`config.mk`:
```
export PLATFORM = sky130hd
export DESIGN_NAME = audio_sched
export DESIGN_NICKNAME = d
export VERILOG_FILES = /design/src/rtl/audio_sched.sv
export SDC_FILE = /design/constraint.sdc
export NUM_CORES = 1
export LEC_CHECK = 0
export BUFFER_PORTS_ARGS = -buffer_cell sky130_fd_sc_hd__buf_2
export CAP_MARGIN = 10
export CORE_MARGIN = 5
export CORE_UTILIZATION = 50
export CTS_CLUSTER_DIAMETER = 120
export DETAILED_ROUTE_END_ITERATION = 8
export GPL_ROUTABILITY_DRIVEN = 0
export PLACE_DENSITY = 0.72
export SLEW_MARGIN = 20
export SYNTH_ARGS = -nofsm -noshare
export SYNTH_HDL_FRONTEND = slang
export SYNTH_SLANG_ARGS = --single-unit
```
`constraint.sdc`:
```
create_clock -name clk -period 6.9 [get_ports clk]
set_input_delay 0.69 -clock clk [delete_from_list [all_inputs] [get_ports clk]]
set_output_delay 0.69 -clock clk [all_outputs]
set_load 0.01 [all_outputs]
```
`src/rtl/audio_sched.sv`:
```
// audio_sched: shares one tone path (PWM frequency + amplifier enable) between
// looping background music (id 0), a one-shot effect (id 1) and a one-shot
// alarm (id 2) with fixed-priority preemptive arbitration.
module audio_sched #(
  parameter int CLK_HZ  = 100_000_000,
  parameter int BEAT_HZ = 8
) (
  input  logic        clk,
  input  logic        rst,
  input  logic [2:0]  req,
  input  logic        mute,
  output logic [31:0] freq,
  output logic        amp_en,
  output logic        busy,
  output logic [1:0]  cur_id,
  output logic [3:0]  note_idx,
  output logic        done
);

  localparam int DIV   = CLK_HZ / BEAT_HZ;
  localparam int CNT_W = (DIV > 2) ? $clog2(DIV) : 1;
  localparam logic [CNT_W-1:0] CNT_LAST = CNT_W'(DIV - 1);

  localparam logic [1:0] ID_BG   = 2'd0;
  localparam logic [1:0] ID_NONE = 2'd3;

  typedef enum logic {IDLE, PLAY} state_t;

  state_t           state, state_n;
  logic [1:0]       cur_id_n;
  logic [3:0]       note_idx_n;
  logic [3:0]       saved_idx, saved_idx_n;
  logic [CNT_W-1:0] cnt, cnt_n;
  logic [2:0]       pend, pend_n;
  logic             done_n;
  logic [31:0]      freq_n;
  logic             amp_en_n;
  logic             tick;
  logic             grant;
  logic             win_vld;
  logic [1:0]       win_id;

  // Note frequency table; rests are encoded as 0 Hz.
  function automatic logic [31:0] rom_freq(input logic [1:0] id, input logic [3:0] idx);
    logic [31:0] f;
    f = 32'd0;
    case (id)
      2'd0: begin
        case (idx)
          4'd0:  f = 32'd262;
          4'd1:  f = 32'd294;
          4'd2:  f = 32'd330;
          4'd3:  f = 32'd349;
          4'd4:  f = 32'd392;
          4'd5:  f = 32'd440;
          4'd6:  f = 32'd494;
          4'd7:  f = 32'd523;
          4'd8:  f = 32'd523;
          4'd9:  f = 32'd494;
          4'd10: f = 32'd440;
          4'd11: f = 32'd392;
          4'd12: f = 32'd349;
          4'd13: f = 32'd330;
          4'd14: f = 32'd294;
          default: f = 32'd262;
        endcase
      end
      2'd1: begin
        case (idx)
          4'd0:    f = 32'd523;
          4'd1:    f = 32'd659;
          4'd2:    f = 32'd784;
          4'd3:    f = 32'd1047;
          default: f = 32'd0;
        endcase
      end
      2'd2: begin
        // Alarm alternates tone and rest on every beat.
        f = (idx <= 4'd7 && !idx[0]) ? 32'd880 : 32'd0;
      end
      default: f = 32'd0;
    endcase
    return f;
  endfunction

  // Index of the final note of each sequence.
  function automatic logic [3:0] last_idx(input logic [1:0] id);
    logic [3:0] l;
    case (id)
      2'd1:    l = 4'd3;
      2'd2:    l = 4'd7;
      default: l = 4'd15;
    endcase
    return l;
  endfunction

  assign busy = (state == PLAY);

  // Highest set pending bit wins: alarm over effect over background.
  always_comb begin
    win_vld = |pend;
    win_id  = ID_BG;
    if (pend[2])      win_id = 2'd2;
    else if (pend[1]) win_id = 2'd1;
  end

  // Sequencer next-state: note completion, stop, preemption and grant.
  always_comb begin
    state_n     = state;
    cur_id_n    = cur_id;
    note_idx_n  = note_idx;
    saved_idx_n = saved_idx;
    cnt_n       = cnt;
    done_n      = 1'b0;
    grant       = 1'b0;
    tick        = (state == PLAY) && (cnt == CNT_LAST);

    case (state)
      IDLE: begin
        cnt_n = '0;
        if (win_vld) grant = 1'b1;
      end
      PLAY: begin
        if (tick && cur_id != ID_BG && note_idx == last_idx(cur_id)) begin
          // One-shot finished normally; hand over without an idle cycle.
          done_n     = 1'b1;
          state_n    = IDLE;
          cur_id_n   = ID_NONE;
          note_idx_n = 4'd0;
          cnt_n      = '0;
          if (win_vld) grant = 1'b1;
        end else if (tick && cur_id == ID_BG && !pend[0]) begin
          // Background released: the note has just finished, forget the position.
          saved_idx_n = 4'd0;
          state_n     = IDLE;
          cur_id_n    = ID_NONE;
          note_idx_n  = 4'd0;
          cnt_n       = '0;
          if (win_vld) grant = 1'b1;
        end else if (win_vld && win_id > cur_id) begin
          // Preemption: background keeps its place, the effect is simply lost.
          if (cur_id == ID_BG) saved_idx_n = note_idx;
          grant = 1'b1;
        end else if (tick) begin
          cnt_n      = '0;
          note_idx_n = note_idx + 4'd1;
        end else begin
          cnt_n = cnt + 1'b1;
        end
      end
      default: begin
        state_n = IDLE;
      end
    endcase

    // Background not requested and not on air: resume point is discarded.
    if (!pend[0] && !(state == PLAY && cur_id == ID_BG)) saved_idx_n = 4'd0;

    if (grant) begin
      state_n    = PLAY;
      cur_id_n   = win_id;
      cnt_n      = '0;
      note_idx_n = (win_id == ID_BG) ? saved_idx_n : 4'd0;
    end

    // Pulse requests latch unless they target the sound now on air.
    pend_n[0] = req[0];
    for (int i = 1; i < 3; i++) begin
      pend_n[i] = (pend[i] && !(grant && win_id == 2'(i))) ||
                  (req[i] && !(state_n == PLAY && cur_id_n == 2'(i)));
    end

    freq_n   = (state_n == PLAY) ? rom_freq(cur_id_n, note_idx_n) : 32'd0;
    amp_en_n = (state_n == PLAY) && !mute;
  end

  // State, counters and registered outputs.
  always_ff @(posedge clk) begin
    if (!rst) begin
      state     <= IDLE;
      cur_id    <= ID_NONE;
      note_idx  <= 4'd0;
      saved_idx <= 4'd0;
      cnt       <= '0;
      pend      <= 3'b000;
      done      <= 1'b0;
      freq      <= 32'd0;
      amp_en    <= 1'b0;
    end else begin
      state     <= state_n;
      cur_id    <= cur_id_n;
      note_idx  <= note_idx_n;
      saved_idx <= saved_idx_n;
      cnt       <= cnt_n;
      pend      <= pend_n;
      done      <= done_n;
      freq      <= freq_n;
      amp_en    <= amp_en_n;
    end
  end

endmodule

```
==> summary.md, run 1 <==
## Power and ir drop
• 207 mW/mm2 — power density over the cells
• 0.000673 W — total chip power
• 0.148 mV — worst-case vdd ir drop
• 1.31 nW — static leakage

## Synthesis
• sky130_fd_sc_hd__dfxtp_1 — most instantiated library cell after synthesis
• sky130_fd_sc_hd__dfxtp_1 (51), sky130_fd_sc_hd__nor2_1 (42), sky130_fd_sc_hd__buf_4 (22) — synth cell count leaders
• 33.7% — share of the synthesized area in the top cell type
• simple AND/OR/NAND/NOR gates — dominant combinational cell family by area after synthesis
• 18.4% — compound-cell area share of the yosys netlist
• 8.31 um2 — synthesized area per cell
• 0 — number of enable-type register cells in the synthesized netlist
• 4.95% — Post-Synth Adder-Cell Area
• 65 — post-synth cell types
• 51 — number of synthesized register bits
• 0.00303 mm2 — Cell Area, Synth
• sky130_fd_sc_hd__dfxtp_1 — leading register cell type out of synthesis
• 24.4% — Simple-Gate Fraction of Synth Area
• 6.64% — Post-Synth XOR/XNOR Area
• 2.39% — mux share of post-synthesis cell area
• 0% — share of synthesized registers carrying an async set or reset
• 0 — Synth warnings
• 365 — synthesized instance count
• sky130_fd_sc_hd__dfxtp_1 (34%), sky130_fd_sc_hd__buf_4 (5.4%), sky130_fd_sc_hd__nor2_1 (5.2%) — top area cells in the synthesized netlist
• sky130_fd_sc_hd__dfxtp_1 — cell accounting for the most synthesized area
• 33.7% — sequential cell area fraction in the yosys report

## Global routing
• 3.39% — met3 GRT Util
• 18.6% — Total Routing Usage GR
• 11600 um — wire length of the first global-routing pass
• 23 — maximum number of pins on one net before global-route repair
• 24.7% — GR Layer Usage met1
• 2458 — vias in the first global route
• 31.1% — global routing met2 resource utilization
• 0 — GRT overflow
• met2 — Most Crowded Layer GR
• 0 — antenna violations before repair

## Setup path
• 4540 ps — Arr. time, crit path
• compound AO/OA/AOI/OAI gates — critical path's top delay family
• 13 — Max FO, Critical Path
• sky130_fd_sc_hd__nor3_1 — slowest stage cell on the critical path
• reg2reg — kind of critical path
• 2 — combined buffer and inverter count along the critical path
• flop — kind of launch point of the worst setup path
• 7100 ps — data required time of the worst path
• inv_1 > ha_1 > xor2_1 > a32oi_1 > nor3_1 > o21bai_1 > a22oi_1 > a2bb2oi_2 > inv_1 > ha_1 > mux4_2 > a221oi_2 > nor2b_1 — cell-by-cell trace of the critical path
• flop — endpoint class of the critical path
• 590 ps — Worst path max stage delay
• 2560 ps — internal reg-to-reg setup slack

## Clock tree
• 0 — number of buffers inserted by post-CTS setup repair
• 0 — cts repair resizes
• done — TritonCTS clock tree
• 5 — clock buffers created by TritonCTS
• sky130_fd_sc_hd__clkbuf_8 — CTS Root Buffer Type
• 2 — deepest level of the CTS H-tree
• 0 — # hold bufs at CTS
• 300 ps — insertion delay of the later-clocked pin in the worst-skew pair
• 51 — clock sink total
• 100 ps — Reg clk slew, reported paths
• 2 — maximum root-to-sink buffer count

## STA
• 14.8 ps — skew final
• 522 ps — minimum hold slack
• 825 ps — Worst Max-Slew Pin Slew
• 4340 ps — time the worst path needs with I/O delays and setup
• 62.9% — fin crit share
• 0 ps — Setup TNS
• 0 — final count of negative-setup-slack endpoints
• 44.8% — headroom to the max-slew limit
• 0 — Final Hold Violating Endpoints
• no — unrepaired setup endpoints after global routing
• 230 MHz — maximum clock rate
• 0 — final max-slew violation count

## Floorplanning
• 87.9 um — floorplan die height
• 87.9 um — horizontal extent of the die
• 51.2% — initial standard-cell utilization of the core
• 47 — number of top-level pins
• 0.00592 mm2 — core area
• 0.00772 mm2 — Total Die Area
• 28 — Rows

## Place
• 451 — Cell Count Post-Placement
• 25 — count of input and output buffers
• 5120 um — detailed placer's ending HPWL

## Routing
• 5.73 — detailed-route vias per instance
• 0 — post-detailed-route count of antenna-violating nets
• 2630 — detailed-route via count
• 0 — Residual DRC
• 15.0 um — drt wl/cell
• 149 — detailed router's first-iteration violation count
• 6900 um — wirelength, routed
• 4 — First-pass DRT Iterations

## Layout
• 459 — Layout Cells excl Fill
• 7.22% — area overhead of the layout relative to synthesis
• 401 — number of nets in the layout
• 0 — n_diodes
• 0.00102 mm2 — sequential cell area in the final layout
• 12.2% — share of layout cells above drive strength 1
• 568 — number of filler instances in the final layout
• 0.00181 mm2 — multi-input logic area

## Job
• 0 — count of max-cap constraint violations

## Hold path
• reg2reg — path type of the worst min-delay path

## Run status
• finished, final reports clean — outcome

[worst register-to-register path, stage by stage, from the launching register on]
cell and delay, ps:
sky130_fd_sc_hd__dfxtp_1 480, sky130_fd_sc_hd__inv_1 130, sky130_fd_sc_hd__ha_1 320, sky130_fd_sc_hd__xor2_1 260, sky130_fd_sc_hd__a32oi_1 200, sky130_fd_sc_hd__nor3_1 590, sky130_fd_sc_hd__o21bai_1 210, sky130_fd_sc_hd__a22oi_1 270
sky130_fd_sc_hd__a2bb2oi_2 520, sky130_fd_sc_hd__inv_1 180, sky130_fd_sc_hd__ha_1 310, sky130_fd_sc_hd__mux4_2 490, sky130_fd_sc_hd__a221oi_2 230, sky130_fd_sc_hd__nor2b_1 70
[metal layers]
layer / wire length (um) / vias to the layer above
met5: 0 / -
met4: 46 / 0
met3: 361 / 6
met2: 3300 / 82
met1: 3200 / 1237
li1: - / 1305
[layout make-up]
type                    count  area share [%]
clock buffers               6            2.23
clock inverters             2            1.85
inverters                  15            1.73
multi-input cells         283            55.6
flip-flops and latches     51            31.4
well taps                  75            2.89
repair buffers             27            4.31
[metrics by stage]
| step | instance area [um2] | util (%) | setup WS (ps) |
|---|---|---|---|
| CTS | 3250 | 54.8 | 2190 |
| global placement | 3110 | 52.6 | 2440 |
| detailed placement | 3110 | 52.6 | 2230 |
| finish | 3250 | 54.9 | 2560 |
| floorplan | 3110 | - | 3140 |
| global route | 3250 | 54.9 | 2200 |
[logic make-up after synthesis]
logic type               Yosys count
AND/OR/NAND/NOR                  140
adder cells (fa/ha/maj)           12
other                              1
AO/OA/AOI/OAI                     81
flip-flops                        51
XOR/XNOR                          23
multiplexers                       6
buffers and inverters             51
[power by group]
part | total (W) | switching (W) | internal (W)
combinational | 0.000116 | 0.0000786 | 0.0000377
sequential | 0.000314 | 0.00000997 | 0.000304
clock | 0.000242 | 0.0000971 | 0.000145
total | 0.000673 | 0.000186 | 0.000487
[sequential cells by signal, summed over array words and instances, names as in the netlist]
name / cells
saved_idx: 4
busy: 1
note_idx: 4
cur_id: 2
pend: 3
done: 1
freq: 11
amp_en: 1
cnt: 24
[placed cells by master (no fill, tap or decap), types with 3 or more instances in the layout]
cell                       instances
sky130_fd_sc_hd__o22ai_1           3
sky130_fd_sc_hd__and4_1            3
sky130_fd_sc_hd__a21o_1            3
sky130_fd_sc_hd__o21ai_0          18
sky130_fd_sc_hd__inv_1            15
sky130_fd_sc_hd__o31ai_1           3
sky130_fd_sc_hd__xnor2_1          11
sky130_fd_sc_hd__mux2i_1           5
sky130_fd_sc_hd__nand4_1           7
sky130_fd_sc_hd__and3_1            7
sky130_fd_sc_hd__nor3_1           12
sky130_fd_sc_hd__nor4_1            4
sky130_fd_sc_hd__buf_2            25
sky130_fd_sc_hd__a21oi_1          18
sky130_fd_sc_hd__nand2b_1          3
sky130_fd_sc_hd__nor2_1           42
sky130_fd_sc_hd__nor2b_1           8
sky130_fd_sc_hd__nand3_1          15
sky130_fd_sc_hd__a22oi_1           4
sky130_fd_sc_hd__conb_1           21
sky130_fd_sc_hd__ha_1             12
sky130_fd_sc_hd__nand2_1          17
sky130_fd_sc_hd__o21a_1            4
sky130_fd_sc_hd__clkbuf_8          5
sky130_fd_sc_hd__or3_1             5
sky130_fd_sc_hd__o211ai_1          4
sky130_fd_sc_hd__xor2_1           12
sky130_fd_sc_hd__dfxtp_1          51
sky130_fd_sc_hd__and2_1            3
sky130_fd_sc_hd__a32oi_1           3
[final timing paths]
check | endpoint | depth (start not counted) | startpoint
setup reg to reg | freq[4]$_SDFF_PN0_ | 13 | cur_id[0]$_SDFF_PN1_
hold reg to reg | pend[1]$_SDFF_PN0_ | 2 | pend[1]$_SDFF_PN0_
hold / removal | pend[1]$_SDFF_PN0_ | 2 | pend[1]$_SDFF_PN0_
setup / recovery | freq[4]$_SDFF_PN0_ | 13 | cur_id[0]$_SDFF_PN1_
No activity file was read; power rests on OpenSTA's default activity.
==> run 2, diff against run 1 <==
Settings changed: ABC_AREA set to 1, PLACE_DENSITY 0.72 to 0.71.
Clock period 6.9 ns to 4.3 ns, I/O delays scaled along.
==> summary.md, run 2 <==
## Clock tree
• 300 ps — insertion delay of the later-clocked pin in the worst-skew pair, about the same
• 0 — # hold bufs at CTS, unchanged
• sky130_fd_sc_hd__clkbuf_8 — CTS Root Buffer Type
• 90 ps — Reg clk slew, reported paths, about the same
• 2 — maximum root-to-sink buffer count, unchanged
• 0 — cts repair resizes, unchanged
• 51 — clock sink total, unchanged
• 5 — clock buffers created by TritonCTS, unchanged
• 0 — number of buffers inserted by post-CTS setup repair, unchanged
• done — TritonCTS clock tree
• 2 — deepest level of the CTS H-tree, unchanged

## Floorplanning
• 30 — Rows, +7.1%
• 92.9 um — horizontal extent of the die, +5.7%
• 0.00676 mm2 — core area, +14%
• 50.9% — initial standard-cell utilization of the core, -0.36 points
• 47 — number of top-level pins, unchanged
• 92.9 um — floorplan die height, +5.7%
• 0.00863 mm2 — Total Die Area, +12%

## Power and ir drop
• 533 mW/mm2 — power density over the cells, +160%
• 0.291 mV — worst-case vdd ir drop, +97%
• 1.68 nW — static leakage, +28%

## Routing
• 3268 — detailed-route via count, +24%
• 0 — post-detailed-route count of antenna-violating nets, unchanged
• 270 — detailed router's first-iteration violation count, +81%
• 5.15 — detailed-route vias per instance, -10%
• 0 — Residual DRC, unchanged
• 5 — First-pass DRT Iterations, +1
• 12.8 um — drt wl/cell, -15%
• 8110 um — wirelength, routed, +17%

## Global routing
• 0 — GRT overflow, unchanged
• 13600 um — wire length of the first global-routing pass, +17%
• 0 — antenna violations before repair, unchanged
• 2948 — vias in the first global route, +20%
• 17 — maximum number of pins on one net before global-route repair, -26%
• 19.5% — Total Routing Usage GR, +0.92 points

## Synthesis
• 36 — post-synth cell types, -45%
• sky130_fd_sc_hd__dfxtp_1 (30%), sky130_fd_sc_hd__nand2_1 (15%), sky130_fd_sc_hd__nand3_1 (6.8%) — top area cells in the synthesized netlist
• 0 — Synth warnings, unchanged
• 6.48 um2 — synthesized area per cell, -22%
• 530 — synthesized instance count, +45%
• 29.7% — share of the synthesized area in the top cell type, -4.0 points
• 51 — number of synthesized register bits, unchanged
• 0% — share of synthesized registers carrying an async set or reset, unchanged
• 29.7% — sequential cell area fraction in the yosys report, -4.0 points
• sky130_fd_sc_hd__dfxtp_1 — cell accounting for the most synthesized area
• sky130_fd_sc_hd__nand2_1 (135), sky130_fd_sc_hd__inv_1 (60), sky130_fd_sc_hd__nor2_1 (57) — synth cell count leaders
• sky130_fd_sc_hd__dfxtp_1 — leading register cell type out of synthesis
• 0.00344 mm2 — Cell Area, Synth, +13%
• sky130_fd_sc_hd__nand2_1 — most instantiated library cell after synthesis
• 0 — number of enable-type register cells in the synthesized netlist, unchanged

## Setup path
• 3340 ps — Arr. time, crit path, -1200 ps
• 1140 ps — internal reg-to-reg setup slack, -1420 ps
• reg2reg — kind of critical path
• 11 — Max FO, Critical Path, -2
• flop — endpoint class of the critical path
• flop — kind of launch point of the worst setup path
• 4480 ps — data required time of the worst path, -2620 ps

## STA
• 73.5% — fin crit share, +11 points
• 0 — Final Hold Violating Endpoints, unchanged
• 59.3% — headroom to the max-slew limit, +14 points
• 0 ps — Setup TNS, unchanged
• 605 ps — Worst Max-Slew Pin Slew, -220 ps
• 316 MHz — maximum clock rate, +37%
• 3160 ps — time the worst path needs with I/O delays and setup, -1180 ps
• 0 — final count of negative-setup-slack endpoints, unchanged
• no — unrepaired setup endpoints after global routing
• 277 ps — minimum hold slack, -245 ps
• 4.90 ps — skew final, -9.87 ps
• 0 — final max-slew violation count, unchanged

## Layout
• sky130_fd_sc_hd__nand2_1 (135), sky130_fd_sc_hd__inv_1 (60), sky130_fd_sc_hd__nor2_1 (57), sky130_fd_sc_hd__dfxtp_1 (51), sky130_fd_sc_hd__nand3_1 (47) — commonest cells after routing, fill and taps aside
• 24 — Largest register FFs, unchanged
• 572 — number of nets in the layout, +43%
• cnt (24), freq (11) — registers with the most flip-flops
• 0.00366 mm2 — cell area after layout, +13%
• sky130_fd_sc_hd__nand2_1 — most common cell after layout, fill and taps aside
• cnt — register with the highest flop count
• 6.52% — area overhead of the layout relative to synthesis
• 660 — number of filler instances in the final layout, +16%
• 54.2% — utilization of the core after routing, -0.74 points
• 0 — n_diodes, unchanged
• 635 — Layout Cells excl Fill, +38%
• 15.3% — share of layout cells above drive strength 1, +3.1 points

## Run status
• finished, final reports clean — outcome

## Place
• 627 — Cell Count Post-Placement, +39%
• 0.00354 mm2 — DP Area, +14%
• 25 — count of input and output buffers, unchanged
• 6330 um — detailed placer's ending HPWL, +24%

## Job
• 0 — count of max-cap constraint violations, unchanged

## Hold path
• in2reg — path type of the worst min-delay path

[run 2: cell count changes after synthesis, sizes merged, moves of 6 or more]
| cell | before | now |
|---|---|---|
| nand2 | 18 | 151 |
| inv | 15 | 72 |
| nand3 | 15 | 51 |
| nor2 | 43 | 69 |
| a21oi | 19 | 32 |
| xnor2 | 11 | 0 |
| nor2b | 9 | 0 |
| o21ai | 19 | 12 |
| and3 | 7 | 1 |
| xor2 | 12 | 6 |
[run 2: final cells by class]
type                       count  area, um2  share of cell area [%]
clock buffer                   6       82.6                    2.26
timing repair buffer          27        140                    3.83
clock inverter                 2       35.0                   0.957
tap                           80        100                    2.73
sequential                    51       1020                    27.9
inverter                      72        270                    7.38
multi-input combinational    397       2010                    55.0
[run 2: path summary, 6_finish.rpt]
kind,startpoint,end,depth (start not counted)
max reg2reg,pend[1]$_SDFF_PN0_,freq[1]$_SDFF_PN0_,17
max,pend[1]$_SDFF_PN0_,freq[1]$_SDFF_PN0_,17
min reg2reg,cnt[13]$_SDFFE_PP0P_,cnt[13]$_SDFFE_PP0P_,2
min,mute,amp_en$_SDFF_PN0_,2
[run 2: kinds of logic after synthesis]
group,share of synthesized area [%]
simple gates,41.4
compound gates,8.96
flops,29.7
xor+xnor,1.53
fa+ha+maj,4.37
other cells,0.109
buf+inv,13.9
[run 2: routing by layer]
metal | vias up | share of wire (%) | GRT usage (%)
met5 | - | 0 | 0
met4 | 0 | 2.0 | 6.35
met3 | 19 | 8.0 | 3.74
met2 | 137 | 43 | 28.8
met1 | 1411 | 47 | 28.2
li1 | 1701 | - | -
[run 2: where the power goes]
part / switching [W] / internal (W) / total (W)
Clock: 0.000154 / 0.000188 / 0.000342
Combinational: 0.000722 / 0.000317 / 0.00104
Sequential: 0.0000387 / 0.000531 / 0.000570
[run 2: through the flow]
| stage | worst slack (ps) | power [W] |
|---|---|---|
| final | 1140 | 0.00195 |
| after CTS | 1180 | 0.00195 |
| after global routing | 787 | 0.00212 |
| after floorplan | 1500 | 0.00138 |
| after detailed placement | 1180 | 0.00160 |
| after global placement | 1300 | 0.00160 |
[run 2: worst max-delay path: stages, from the launching register on]
cell and delay (ps):
sky130_fd_sc_hd__dfxtp_1 370, sky130_fd_sc_hd__inv_1 50, sky130_fd_sc_hd__nor2_1 110, sky130_fd_sc_hd__inv_1 60, sky130_fd_sc_hd__ha_1 180, sky130_fd_sc_hd__o21bai_2 240, sky130_fd_sc_hd__nand3_2 280, sky130_fd_sc_hd__inv_2 190
sky130_fd_sc_hd__nand3_1 80, sky130_fd_sc_hd__nand4_1 100, sky130_fd_sc_hd__nand2_1 50, sky130_fd_sc_hd__nand2_1 70, sky130_fd_sc_hd__nor2_1 40, sky130_fd_sc_hd__nor2_1 300, sky130_fd_sc_hd__inv_1 150, sky130_fd_sc_hd__ha_1 290
sky130_fd_sc_hd__o311ai_1 360, sky130_fd_sc_hd__a21oi_1 110
